==> config.mk <==
export PLATFORM = sky130hd
export DESIGN_NAME = ifetch_unit_flat
export DESIGN_NICKNAME = d
export VERILOG_FILES = /design/src/rtl/ifetch_unit_if.sv /design/src/rtl/ifetch_unit.sv /design/src/flat_wrapper.sv
export SDC_FILE = /design/constraint.sdc
export NUM_CORES = 1
export LEC_CHECK = 0
export CORE_UTILIZATION = 43
export DETAILED_ROUTE_END_ITERATION = 10
export GPL_TIMING_DRIVEN = 1
export PLACE_DENSITY_LB_ADDON = 0.08
export SYNTH_ARGS = -nofsm -noshare
export SYNTH_HDL_FRONTEND = slang
export SYNTH_SLANG_ARGS = --single-unit
==> constraint.sdc <==
create_clock -name clk -period 3.3 [get_ports clk]
set_input_delay 0.33 -clock clk [delete_from_list [all_inputs] [get_ports clk]]
set_output_delay 0.33 -clock clk [all_outputs]
set_load 0.01 [all_outputs]
==> src/rtl/ifetch_unit_if.sv <==
`default_nettype none
// ============================================================================
// Module      : ifetch_unit_if
// Description : Instruction-memory bus between the fetch stage and the
//               synchronous instruction BRAM.
//               imem_addr  - word address driven by the fetch stage
//               imem_rdata - BRAM read data, valid one cycle after imem_addr
//               master : fetch stage (drives the address)
//               slave  : instruction BRAM (returns the data)
// Revision    : 1.0 - initial release
// ============================================================================
interface ifetch_unit_if #(
  parameter int IMEM_ADDR_W = 14
);
  logic [IMEM_ADDR_W-1:0] imem_addr;
  logic [31:0]            imem_rdata;

  modport master (
    output imem_addr,
    input  imem_rdata
  );

  modport slave (
    input  imem_addr,
    output imem_rdata
  );
endinterface : ifetch_unit_if
`default_nettype wire

==> src/rtl/ifetch_unit.sv <==
`default_nettype none
// ============================================================================
// Module      : ifetch_unit
// Description : Instruction fetch stage for the single-cycle RV32I core.
//               Owns the PC, drives the synchronous instruction BRAM and
//               selects the next PC from the decoded control and ALU result.
//               Misaligned taken control-flow targets freeze the stage in a
//               sticky trap until reset.
// Ports       : clk, rst         - clock, synchronous active-high reset
//               branch/jal/jalr  - decoded control-flow class of inst
//               zero             - ALU branch condition (1 = taken)
//               imm32            - sign-extended immediate
//               alu_result       - ALU output (rs1+imm for JALR)
//               stall            - hold the current instruction
//               imem             - instruction BRAM bus (master side)
//               inst, pc         - current instruction and its address
//               pc_plus4         - link value for JAL/JALR
//               inst_valid       - inst/pc describe a real instruction
//               misalign         - sticky misaligned-target trap flag
// Revision    : 1.0 - initial release
// ============================================================================
module ifetch_unit #(
  parameter logic [31:0] RESET_PC    = 32'h0000_0000,
  parameter int          IMEM_ADDR_W = 14
) (
  input  wire                 clk,
  input  wire                 rst,
  input  wire                 branch,
  input  wire                 jal,
  input  wire                 jalr,
  input  wire                 zero,
  input  wire  [31:0]         imm32,
  input  wire  [31:0]         alu_result,
  input  wire                 stall,
  ifetch_unit_if.master       imem,
  output logic [31:0]         inst,
  output logic [31:0]         pc,
  output logic [31:0]         pc_plus4,
  output logic                inst_valid,
  output logic                misalign
);

  localparam logic [31:0] C_NOP = 32'h0000_0013;

  typedef enum logic [1:0] {
    ST_PRIME = 2'd0,
    ST_RUN   = 2'd1,
    ST_TRAP  = 2'd2
  } state_t;

  state_t      r_state;
  state_t      w_state_nxt;
  logic [31:0] r_pc;
  logic [31:0] w_pc_nxt;
  logic        r_misalign;
  logic        w_misalign_nxt;
  logic        w_inst_valid;
  logic [31:0] w_fetch_addr;

  logic [31:0] w_pc_plus4;
  logic [31:0] w_pc_rel;
  logic [31:0] w_jalr_target;
  logic        w_redirect;
  logic [31:0] w_next_pc;
  logic        w_target_bad;

  assign w_pc_plus4    = r_pc + 32'd4;
  assign w_pc_rel      = r_pc + imm32;
  // JALR clears bit 0 of the computed target before use.
  assign w_jalr_target = alu_result & ~32'h0000_0001;
  assign w_redirect    = jalr | jal | (branch & zero);

  // Priority jalr > jal > taken branch > sequential.
  always_comb begin
    w_next_pc = w_pc_plus4;
    if (jalr) begin
      w_next_pc = w_jalr_target;
    end else if (jal || (branch && zero)) begin
      w_next_pc = w_pc_rel;
    end
  end

  // The sequential path is always aligned, so only a redirect can fault.
  assign w_target_bad = w_redirect && (w_next_pc[1:0] != 2'b00);

  always_ff @(posedge clk) begin
    if (rst) begin
      r_state    <= ST_PRIME;
      r_pc       <= RESET_PC;
      r_misalign <= 1'b0;
    end else begin
      r_state    <= w_state_nxt;
      r_pc       <= w_pc_nxt;
      r_misalign <= w_misalign_nxt;
    end
  end

  always_comb begin
    w_state_nxt    = r_state;
    w_pc_nxt       = r_pc;
    w_misalign_nxt = r_misalign;
    w_inst_valid   = 1'b0;
    w_fetch_addr   = r_pc;
    case (r_state)
      ST_PRIME: begin
        // Fetch of pc is in flight; the BRAM answers next cycle.
        w_state_nxt = ST_RUN;
      end
      ST_RUN: begin
        w_inst_valid = 1'b1;
        if (!stall) begin
          if (w_target_bad) begin
            w_state_nxt    = ST_TRAP;
            w_misalign_nxt = 1'b1;
          end else begin
            // Fetch next_pc now so its word lands together with the new pc.
            w_pc_nxt     = w_next_pc;
            w_fetch_addr = w_next_pc;
          end
        end
      end
      ST_TRAP: begin
        w_misalign_nxt = 1'b1;
      end
      default: begin
        w_state_nxt = ST_PRIME;
      end
    endcase
  end

  assign imem.imem_addr = w_fetch_addr[IMEM_ADDR_W+1:2];

  // Bits outside the BRAM word index are intentionally dropped.
  logic w_unused_addr_bits;
  assign w_unused_addr_bits = ^{w_fetch_addr[31:IMEM_ADDR_W+2], w_fetch_addr[1:0]};

  assign inst_valid = w_inst_valid;
  assign inst       = w_inst_valid ? imem.imem_rdata : C_NOP;
  assign pc         = r_pc;
  assign pc_plus4   = w_pc_plus4;
  assign misalign   = r_misalign;

endmodule : ifetch_unit
`default_nettype wire
==> src/flat_wrapper.sv <==
// flat-port wrapper written by rule: the top's interface ports become plain ports
module ifetch_unit_flat 
#(
  parameter logic [31:0] RESET_PC    = 32'h0000_0000,
  parameter int          IMEM_ADDR_W = 14
)
  (clk, rst, branch, jal, jalr, zero, imm32, alu_result, stall, inst, pc, pc_plus4, inst_valid, misalign, imem_imem_addr, imem_imem_rdata);
  ifetch_unit_if #(.IMEM_ADDR_W(IMEM_ADDR_W)) imem_i ();
  input  wire clk;
  input  wire rst;
  input  wire branch;
  input  wire jal;
  input  wire jalr;
  input  wire zero;
  input  wire  [31:0] imm32;
  input  wire  [31:0] alu_result;
  input  wire stall;
  output logic [31:0] inst;
  output logic [31:0] pc;
  output logic [31:0] pc_plus4;
  output logic inst_valid;
  output logic misalign;
  output wire logic [$bits(imem_i.imem_addr)-1:0] imem_imem_addr;
  input wire logic [$bits(imem_i.imem_rdata)-1:0] imem_imem_rdata;
  assign imem_imem_addr = imem_i.imem_addr;
  assign imem_i.imem_rdata = imem_imem_rdata;
  ifetch_unit #(.RESET_PC(RESET_PC), .IMEM_ADDR_W(IMEM_ADDR_W)) u_core (.clk(clk), .rst(rst), .branch(branch), .jal(jal), .jalr(jalr), .zero(zero), .imm32(imm32), .alu_result(alu_result), .stall(stall), .imem(imem_i), .inst(inst), .pc(pc), .pc_plus4(pc_plus4), .inst_valid(inst_valid), .misalign(misalign));
endmodule
==> results.yml <==
route:
  wl_um: 20900
  dr.first_iter.drc_count: 506
  drc: 0
  vias_per_cell: 5.86
  antenna_left: 0
  drtPass1Iterations: 6
  wl_per_cell_um: 19.5
  vias: 6254
status:
  status: "finished, final reports clean"
logic_synthesis:
  syn_nets: 776
  synth_simple_gate_area_share_pct: 30.7
  synth_mux_area_share_pct: 1.28
  synth-seq-area-share_pct: 15.3
  yosysWarnings: 0
  synth.largest_area_cell: "dfxtp_1"
  synthArstFlopShare_pct: 0
  synth-compound-area-share_pct: 27.8
  synth.avg_cell_area_um2: 7.15
  synth-edff-count: 0
  synth.distinct_cells: 75
  syn_inst: 640
  ys.flop_type: "dfxtp_1"
  synth_fa_ha_area_share_pct: 9.18
  ys_top_cells_by_area: "dfxtp_1, ha_1, a21oi_1, nand2_1, xnor2_1"
  synth_xor_area_share_pct: 9.57
  synth_top_family_by_area: "simple AND/OR/NAND/NOR gates"
  synth-seq-cells: 35
  synth_top_cell_area_share_pct: 15.3
  syn-cell-area_um2: 4580
finish:
  final_core_util_pct: 74.2
  area.sequential_um2: 701
  final_nets: 1066
  multi_input_area_um2: 3740
  drive_above_1_share_pct: 17.2
  syn_to_final_growth_pct: 67.4
  fin_cells: 1068
  nFillCells: 817
floorplanning:
  die_height_um: 105
  initial_core_util_pct: 44.3
  rows: 37
  core_um2: 10300
  die_x_um: 105
  io_pins: 215
  die-area_um2: 11100
critical_path:
  crit_required_ns: 2.97
  startpoint_type: "flop"
  cp-end-kind: "output pin"
  path_class: "flop to output pin"
  worstPathArrival_ns: 2.93
  cp_max_fo: 6
power_and_ir_drop:
  ir_drop_v: 0.000193
  leakagePower_nw: 3.30
  power.density_nw_per_um2: 233
global_routing:
  grt_max_degree: 34
  grt.total_usage_pct: 36.5
  grt_pass1_wl_um: 31600
  grt_pass1_vias: 5931
  grt_overflow: 0
  antenna_found_initial: 1
timing:
  fin_crit_ns: 3.26
  max_freq_mhz: 306
  whs_ns: 0.481
  clock_skew_ns: 0.00996
  setup-tns-final_ns: 0
  hold_violations: 0
  maxSlewViolCount: 0
  finalCritPeriodShare_pct: 98.9
  setup-violations-final: 0
  relSlewSlack_pct: 65.1
  tightestPinTransition_ns: 0.511
cts:
  postCtsHoldBufs: 0
  cts_buffers: 5
  worstSkewPairLatency_ns: 0.30
  clockBufferDepth: 2
  tritoncts: "done"
  clk_pin_slew_ns: 0.08
  htree_levels: 2
  cts_sinks: 35
  cts_root_buffer: "clkbuf_8"
min_path:
  hold_class: "flop to flop"
placed_design:
  routabilityCongestion: 0.946
  post-place-cells: 1046
  dp_hpwl_um: 16400
  io_buffers: 213
run:
  drv_cap: 0
[state kept, by name, summed over array words and instances (netlist names)]
register,count
u_core.pc,32
u_core.misalign,1
u_core.r_state,2
[per-stage QoR]
| step | power, mW | instance area [um2] | worst slack (ns) |
|---|---|---|---|
| detailed placement | 1.41 | 7360 | -0.453 |
| global route | 1.87 | 7660 | -0.0333 |
| CTS | 1.75 | 7520 | -0.0476 |
| finish | 1.78 | 7660 | 0.0369 |
| global placement | 1.40 | 7360 | -0.344 |
| floorplan | 0.927 | 4580 | 0.380 |
[where the power goes]
group	total, mW	internal [mW]	switching (mW)
clock	0.338	0.149	0.189
combinational	0.965	0.502	0.464
sequential	0.482	0.445	0.0367
total	1.78	1.10	0.689
[critical path, cell delays in order (launching register included)]
cell       delay, ns
dfxtp_1         0.35
ha_2            0.20
inv_2           0.04
fa_2            0.59
nor2b_4         0.20
o31ai_4         0.10
nand2b_4        0.20
a2111oi_0       0.53
buf_4           0.22
nor3_2          0.05
buf_2           0.15
[metal layers]
layer  track usage, %  wire, um  vias to the layer above
met4             12.8       762                        0
li1                 -         -                     2922
met5                0         0                        -
met2             62.5      9940                      356
met3             6.43      1770                       52
met1             45.5      8400                     2924
[area by class of cell]
| class | count | area share [%] |
|---|---|---|
| Sequential cell | 35 | 9.14 |
| Clock buffer | 7 | 0.996 |
| Multi-Input combinational cell | 550 | 48.8 |
| Timing Repair Buffer | 318 | 37.8 |
| Clock inverter | 1 | 0.0653 |
| Tap cell | 136 | 2.22 |
| Antenna cell | 1 | 0.0327 |
| Inverter | 20 | 0.980 |
[synthesized netlist by cell type (8+ instances only)]
master / instances
a21o_1: 16
a21oi_1: 55
a31oi_1: 8
and2_1: 34
buf_2: 8
clkbuf_1: 18
dfxtp_1: 35
ha_1: 32
inv_1: 20
nand2_1: 70
nand2b_1: 8
nand3_1: 19
nand4_1: 15
nor2_1: 55
nor2b_1: 14
nor3_1: 20
o211ai_1: 9
o21ai_0: 42
xnor2_1: 29
xor2_1: 21
[repair_timing]
| item | 4_1_cts | 5_1_grt |
|---|---|---|
| endpoints found under the setup margin | 15 | 14 |
| resized for setup | 39 | 35 |
| pin swaps | 3 | 9 |
| setup buffers | 5 | 8 |
[cell families after synthesis]
group / Yosys count
mux: 5
flops: 35
fa+ha+maj: 33
simple gates: 269
compound gates: 193
buf+inv: 55
xor+xnor: 50
[placed cells by master (no fill, tap or decap), drive strengths merged, types with 7 or more instances in the layout]
| cell | netlist | final |
|---|---|---|
| clkdlybuf4s50 | 0 | 197 |
| buf | 13 | 108 |
| nand2 | 71 | 71 |
| nor2 | 55 | 55 |
| a21oi | 55 | 55 |
| o21ai | 43 | 43 |
| dfxtp | 35 | 35 |
| and2 | 34 | 34 |
| ha | 32 | 32 |
| xnor2 | 29 | 29 |
| xor2 | 21 | 21 |
| nor3 | 21 | 21 |
| inv | 20 | 20 |
| nand3 | 19 | 19 |
| a21o | 16 | 16 |
| nand4 | 16 | 16 |
| nor2b | 14 | 14 |
| o211ai | 10 | 10 |
| clkbuf | 22 | 10 |
| a31oi | 8 | 8 |
| dlygate4sd2 | 0 | 8 |
| nand2b | 8 | 8 |
| a211oi | 7 | 7 |
[final timing paths]
kind,slack [ns],cells past startpoint,startpoint,end
max,0.04,10,u_core.pc[0],imem_imem_addr[0]
min,0.48,2,u_core.misalign,u_core.misalign
max reg2reg,0.23,12,u_core.pc[5],u_core.pc[30]
min reg2reg,0.48,2,u_core.misalign,u_core.misalign
(Power assumes the default switching activity.)
